===== config.mk =====
export PLATFORM = sky130hd
export DESIGN_NAME = round_pipe_unit_flat
export DESIGN_NICKNAME = d
export VERILOG_FILES = /design/src/rtl/round_pipe_unit_pkg.sv /design/src/rtl/round_pipe_unit_if.sv /design/src/rtl/round_pipe_unit_round_decision.sv /design/src/rtl/round_pipe_unit.sv /design/src/flat_wrapper.sv
export SDC_FILE = /design/constraint.sdc
export NUM_CORES = 1
export LEC_CHECK = 0
export BUFFER_PORTS_ARGS = -buffer_cell sky130_fd_sc_hd__buf_2
export CORE_MARGIN = 2
export CORE_UTILIZATION = 40
export CTS_BUF_LIST = sky130_fd_sc_hd__clkbuf_4 sky130_fd_sc_hd__clkbuf_8
export CTS_CLUSTER_SIZE = 28
export DETAILED_ROUTE_END_ITERATION = 8
export GPL_TIMING_DRIVEN = 0
export PLACE_DENSITY_LB_ADDON = 0.15
export SETUP_SLACK_MARGIN = 0.3
export SYNTH_ARGS = -nofsm -noshare
export SYNTH_HDL_FRONTEND = slang
export SYNTH_SLANG_ARGS = --single-unit

===== constraint.sdc =====
create_clock -name clk -period 3.3 [get_ports clk]
set_clock_uncertainty 0.2 [all_clocks]
set_input_delay 0.495 -clock clk [delete_from_list [all_inputs] [get_ports clk]]
set_output_delay 0.495 -clock clk [all_outputs]
set_load 0.03 [all_outputs]

===== src/rtl/round_pipe_unit_pkg.sv =====
// Shared constants for the FP add/sub significand rounding stage.
package fp_round_pkg;

  localparam logic [1:0] RM_RNE = 2'b00;
  localparam logic [1:0] RM_RTZ = 2'b01;
  localparam logic [1:0] RM_RUP = 2'b10;
  localparam logic [1:0] RM_RDN = 2'b11;

  // Stored significand widths; the kept field is one bit wider (hidden one).
  localparam int W_SGF_SINGLE = 23;
  localparam int W_SGF_DOUBLE = 52;

  localparam int W_GRS_MIN = 2;
  localparam int W_GRS_MAX = 8;

endpackage


===== src/rtl/round_pipe_unit_if.sv =====
// Operand/result bus of the rounding pipe: one valid/ready channel in, one out.
interface round_pipe_unit_if #(
   parameter int W_Sgf = 23,
   parameter int W_GRS = 2
);
   // A beat transfers on a rising edge where valid & ready are both 1; the
   // producer holds valid and payload stable until then, ready may depend on
   // the consumer's own ready combinationally but never on valid.
   logic                   in_valid;
   logic                   in_ready;
   logic [W_Sgf+W_GRS:0]   Sgf_N;
   logic [1:0]             r_mode;
   logic                   Sgn_M;
   logic                   out_valid;
   logic                   out_ready;
   logic [W_Sgf+1:0]       Sgf_Ready;
   logic                   Ovf;
   logic                   Inexact;

   modport master (
      output in_valid, Sgf_N, r_mode, Sgn_M, out_ready,
      input  in_ready, out_valid, Sgf_Ready, Ovf, Inexact
   );

   modport slave (
      input  in_valid, Sgf_N, r_mode, Sgn_M, out_ready,
      output in_ready, out_valid, Sgf_Ready, Ovf, Inexact
   );

endinterface


===== src/rtl/round_pipe_unit_round_decision.sv =====
// Rounding decoder: decides whether the kept field is incremented.
module round_decision
   import fp_round_pkg::*;
(
   input  logic       i_l,
   input  logic       i_g,
   input  logic       i_s,
   input  logic       i_sgn,
   input  logic [1:0] i_mode,
   output logic       o_inc,
   output logic       o_inexact
);

   logic w_x;
   assign w_x       = i_g | i_s;
   assign o_inexact = w_x;

   always_comb begin
      o_inc = 1'b0;
      case (i_mode)
         RM_RNE:  o_inc = i_g & (i_s | i_l);
         RM_RTZ:  o_inc = 1'b0;
         RM_RUP:  o_inc = w_x & ~i_sgn;
         RM_RDN:  o_inc = w_x & i_sgn;
         default: o_inc = 1'b0;
      endcase
   end

endmodule


===== src/rtl/round_pipe_unit.sv =====
// Two-stage valid/ready significand rounding pipe: decide in stage 1,
// add the increment in stage 2 so the carry chain gets its own cycle.
module round_pipe_unit
   import fp_round_pkg::*;
#(
   parameter int W_Sgf = 23,
   parameter int W_GRS = 2
) (
   input  logic              clk,
   input  logic              rst,
   input  logic              flush,
   round_pipe_unit_if.slave  bus
);

   logic [W_Sgf:0]   w_kept;
   logic             w_l;
   logic             w_g;
   logic             w_s;
   logic             w_inc;
   logic             w_x;
   logic             w_s2_load;
   logic             w_in_ready;
   logic             w_in_fire;
   logic [W_Sgf+1:0] w_sum;

   logic             r_s1_valid;
   logic [W_Sgf:0]   r_s1_kept;
   logic             r_s1_inc;
   logic             r_s1_x;
   logic             r_s2_valid;
   logic [W_Sgf+1:0] r_s2_sgf;
   logic             r_s2_inexact;

   assign w_kept = bus.Sgf_N[W_Sgf+W_GRS:W_GRS];
   assign w_l    = bus.Sgf_N[W_GRS];
   assign w_g    = bus.Sgf_N[W_GRS-1];
   assign w_s    = |bus.Sgf_N[W_GRS-2:0];

   round_decision u_dec (
      .i_l       (w_l),
      .i_g       (w_g),
      .i_s       (w_s),
      .i_sgn     (bus.Sgn_M),
      .i_mode    (bus.r_mode),
      .o_inc     (w_inc),
      .o_inexact (w_x)
   );

   // Ready looks through to out_ready so a full pipe still streams at 1/cycle.
   assign w_s2_load  = ~r_s2_valid | bus.out_ready;
   assign w_in_ready = ~r_s1_valid | w_s2_load;
   assign w_in_fire  = bus.in_valid & w_in_ready & ~flush;
   assign w_sum      = {1'b0, r_s1_kept} + {{(W_Sgf+1){1'b0}}, r_s1_inc};

   always_ff @(posedge clk or posedge rst) begin
      if (rst) begin
         r_s1_valid <= 1'b0;
         r_s1_kept  <= '0;
         r_s1_inc   <= 1'b0;
         r_s1_x     <= 1'b0;
      end else if (flush) begin
         r_s1_valid <= 1'b0;
      end else if (w_in_fire) begin
         r_s1_valid <= 1'b1;
         r_s1_kept  <= w_kept;
         r_s1_inc   <= w_inc;
         r_s1_x     <= w_x;
      end else if (w_s2_load) begin
         r_s1_valid <= 1'b0;
      end
   end

   // Data only moves with a valid operand, so a stalled result never changes.
   always_ff @(posedge clk or posedge rst) begin
      if (rst) begin
         r_s2_valid   <= 1'b0;
         r_s2_sgf     <= '0;
         r_s2_inexact <= 1'b0;
      end else if (flush) begin
         r_s2_valid <= 1'b0;
      end else if (w_s2_load) begin
         r_s2_valid <= r_s1_valid;
         if (r_s1_valid) begin
            r_s2_sgf     <= w_sum;
            r_s2_inexact <= r_s1_x;
         end
      end
   end

   assign bus.in_ready  = w_in_ready;
   assign bus.out_valid = r_s2_valid;
   assign bus.Sgf_Ready = r_s2_sgf;
   assign bus.Ovf       = r_s2_sgf[W_Sgf+1];
   assign bus.Inexact   = r_s2_inexact;

endmodule


===== src/flat_wrapper.sv =====
// flat-port wrapper written by rule: the top's interface ports become plain ports
module round_pipe_unit_flat import fp_round_pkg::*;
#(
   parameter int W_Sgf = 23,
   parameter int W_GRS = 2
)
  (clk, rst, flush, bus_in_valid, bus_Sgf_N, bus_r_mode, bus_Sgn_M, bus_out_ready, bus_in_ready, bus_out_valid, bus_Sgf_Ready, bus_Ovf, bus_Inexact);
  round_pipe_unit_if #(.W_Sgf(W_Sgf), .W_GRS(W_GRS)) bus_i ();
  input  logic clk;
  input  logic rst;
  input  logic flush;
  input wire logic [$bits(bus_i.in_valid)-1:0] bus_in_valid;
  input wire logic [$bits(bus_i.Sgf_N)-1:0] bus_Sgf_N;
  input wire logic [$bits(bus_i.r_mode)-1:0] bus_r_mode;
  input wire logic [$bits(bus_i.Sgn_M)-1:0] bus_Sgn_M;
  input wire logic [$bits(bus_i.out_ready)-1:0] bus_out_ready;
  output wire logic [$bits(bus_i.in_ready)-1:0] bus_in_ready;
  output wire logic [$bits(bus_i.out_valid)-1:0] bus_out_valid;
  output wire logic [$bits(bus_i.Sgf_Ready)-1:0] bus_Sgf_Ready;
  output wire logic [$bits(bus_i.Ovf)-1:0] bus_Ovf;
  output wire logic [$bits(bus_i.Inexact)-1:0] bus_Inexact;
  assign bus_i.in_valid = bus_in_valid;
  assign bus_i.Sgf_N = bus_Sgf_N;
  assign bus_i.r_mode = bus_r_mode;
  assign bus_i.Sgn_M = bus_Sgn_M;
  assign bus_i.out_ready = bus_out_ready;
  assign bus_in_ready = bus_i.in_ready;
  assign bus_out_valid = bus_i.out_valid;
  assign bus_Sgf_Ready = bus_i.Sgf_Ready;
  assign bus_Ovf = bus_i.Ovf;
  assign bus_Inexact = bus_i.Inexact;
  round_pipe_unit #(.W_Sgf(W_Sgf), .W_GRS(W_GRS)) u_core (.clk(clk), .rst(rst), .flush(flush), .bus(bus_i));
endmodule

==> results.cfg <==
[layout]
final_util = 0.507
diodes = 0
area_growth_pct = 21.1
layout_common_cells = buf_2, dfrtp_1, nor2_1
layout-drive-gt1-share = 0.402
fin_area_um2 = 3020
final_common_cell = buf_2
nNetsFinal = 326

[run_status]
outcome = complete, no violations

[synthesis]
synth_area_leaders = dfrtp_1, mux2_2, a21oi_1
yosysUniqueCellTypes = 31
syn_nets = 256
ys_warn_count = 0
yosysTopAreaCell = dfrtp_1
avgSynthCellArea_um2 = 11.3
synth_edf_count = 0
synth_top_area_share = 0.542
ys_async_sr_fraction = 1.00
synthCells = 220
synth-seq-cells = 54
syn_area_um2 = 2490
ys.flop_type = dfrtp_1
ys_seq_area_frac = 0.542

[power_and_ir_drop]
clkPwrFrac = 0.216
p_sw_frac = 0.343
combPwrFrac = 0.280
leakagePower_nw = 1.34
p_sw_w = 0.000602
p_int_w = 0.00116
power_frac_seq = 0.504
vdd_drop_max_uv = 281
power_density_nw_per_um2 = 582

[routing]
drtAntennaViolNets = 0
dr_total_vias = 1785
highest_layer = met4
wire_per_inst_um = 13.4
dr_wl_met2_um = 2190
wirelength_um = 4910
met1_length_um = 2390
drtPass1Iterations = 4
met3WireLength_um = 227
viasPerCell = 4.88
drt_iter0_drc = 62
drc = 0

[floorplanning]
die-height_um = 82.9
ios = 63
dieArea_um2 = 6880
die_x_um = 82.9
rows = 28
initial_core_util = 0.418
core_area_um2 = 5960

[critical_path]
cp_max_fo = 5
cp_common_cell = ha_1
slowest_delay_ns = 0.38
ff2ff_setup_slack_ns = 1.22
critPathBufInv = 0
cp_top_family = simple AND/OR/NAND/NOR gates
worst_ep_arrival_time_ns = 2.07
start_kind = flop
required_ns = 3.29
reg2reg_from = u_core.r_s1_inc$_DFFE_PP0P_
timing.rr.end = u_core.bus.Sgf_Ready[18]$_DFFE_PP0P_
reg2reg_depth = 7
crit_slowest_cell = nor4_4
cp-end-kind = flop
path_class = flop to flop
path_cells = ha_1 -> ha_1 -> nand4_2 -> nor4_4 -> nand4_1 -> xor2_1 -> a21oi_2

[clock_tree]
clockBufferDepth = 2
cts_hold_buf = 0
post_cts_resized = 0
cts_tree = done
post-cts-setup-buffers = 0
cts.clk_slew.worst_paths_ns = 0.09
cts-root-buf = clkbuf_8
cts_sinks = 54
insertion_delay_ns = 0.31
cts_made_buffers = 5
cts-htree-levels = 2

[timing]
finalCriticalPeriod_ns = 2.08
period_share = 0.630
drv_slew = 0
max_freq_mhz = 481
hold_viol = 0
setup_violations = 0
relSlewSlack = 0.519
rsz0062_at_grt = no
tightestPinTransition_ns = 0.720
fin_tns_setup_ns = 0

[global_routing]
grt_pass1_wl_um = 8730
grt_overflow = 0
grtUsageTotal = 0.157
grt_pass1_vias = 1825
grt_max_degree = 34
grt_antenna_before_repair = 0

[flow_run]
drv_cap = 0

[place]
placed_cell_area_um2 = 2920
place.gp.congestion = 0.774
numPortBuffers = 62
dp_hpwl_um = 3690

[hold_path]
hold_path.class = primary input to asynchronous set/reset pin
## synth_stat cells (3+ instances only)
library cell / instances
nand2_1: 13
xor2_1: 12
dfrtp_1: 54
o21ai_0: 3
mux2_2: 28
buf_4: 4
nand4_1: 9
inv_1: 6
nor2_1: 29
nand3_1: 4
xnor2_1: 10
a21oi_1: 22
buf_2: 4
## power by group through the flow
stage	combinational, W	sequential [W]	clock (W)
6_report	0.000492	0.000885	0.000380
5_1_grt	0.000538	0.000908	0.000424
4_1_cts	0.000500	0.000887	0.000401
3_5_place_dp	0.000498	0.000900	0
3_3_place_gp	0.000488	0.000898	0
2_1_floorplan	0.000196	0.00104	0
## worst max-delay path by stage
stage / from / endpoint / cells past startpoint
after CTS: u_core.r_s1_inc$_DFFE_PP0P_ / u_core.bus.Sgf_Ready[18]$_DFFE_PP0P_ / 7
final: u_core.r_s1_inc$_DFFE_PP0P_ / u_core.bus.Sgf_Ready[18]$_DFFE_PP0P_ / 7
after detailed placement: u_core.r_s1_inc$_DFFE_PP0P_ / u_core.bus.Sgf_Ready[18]$_DFFE_PP0P_ / 7
after global placement: rst / u_core.r_s1_kept[2]$_DFFE_PP0P_ / 2
after floorplan: u_core.bus.out_valid$_DFFE_PP0P_ / u_core.r_s1_kept[0]$_DFFE_PP0P_ / 6
after global routing: u_core.r_s1_inc$_DFFE_PP0P_ / u_core.bus.Sgf_Ready[18]$_DFFE_PP0P_ / 7
## state kept, by name, indices dropped and copies added (netlist names)
register	count
u_core.r_s1_inc	1
u_core.r_s1_x	1
u_core.bus.out_valid	1
u_core.r_s1_valid	1
u_core.bus.Sgf_Ready	25
u_core.r_s1_kept	24
u_core.bus.Inexact	1
## final cells by class
type,count,area (um^2)
flip-flops and latches,54,1350
clock buffers,7,90.1
inverters,6,22.5
repair buffers,63,338
plain buffers,9,53.8
well taps,75,93.8
multi-input cells,151,1060
clock inverters,1,5.00
fillers,583,2940
## routing by layer
metal / vias to the layer above / GRT usage
met1: 845 / 0.216
met3: 8 / 0.0298
met5: - / 0
met2: 43 / 0.242
li1: 889 / -
met4: 0 / 0.0671
## worst register-to-register path: cells and delay by family, from the launching register on
| family | cells | cell delay [ns] |
|---|---|---|
| simple gates | 3 | 0.73 |
| fa+ha+maj | 2 | 0.43 |
| xor+xnor | 1 | 0.19 |
| compound gates | 1 | 0.07 |
| flops | 1 | 0.37 |
## metrics by stage
step | setup slack, ns | hold slack (ns) | total power [W] | std cells
floorplan | 1.16 | 0.244 | 0.00124 | 220
global placement | 0.529 | 0.263 | 0.00139 | 357
detailed placement | 1.18 | 0.276 | 0.00140 | 358
CTS | 1.16 | 0.134 | 0.00179 | 366
global route | 1.04 | 0.168 | 0.00187 | 366
finish | 1.22 | 0.0981 | 0.00176 | 366
## cell families after synthesis
| logic type | Yosys count | share of synthesized area |
|---|---|---|
| AO/OA/AOI/OAI | 28 | 0.0592 |
| XOR/XNOR | 22 | 0.0773 |
| adder cells (fa/ha/maj) | 2 | 0.0100 |
| buffers and inverters | 15 | 0.0306 |
| flip-flops | 54 | 0.542 |
| multiplexers | 29 | 0.131 |
| AND/OR/NAND/NOR | 70 | 0.150 |
Note: power is estimated with default switching activity, not from simulation.
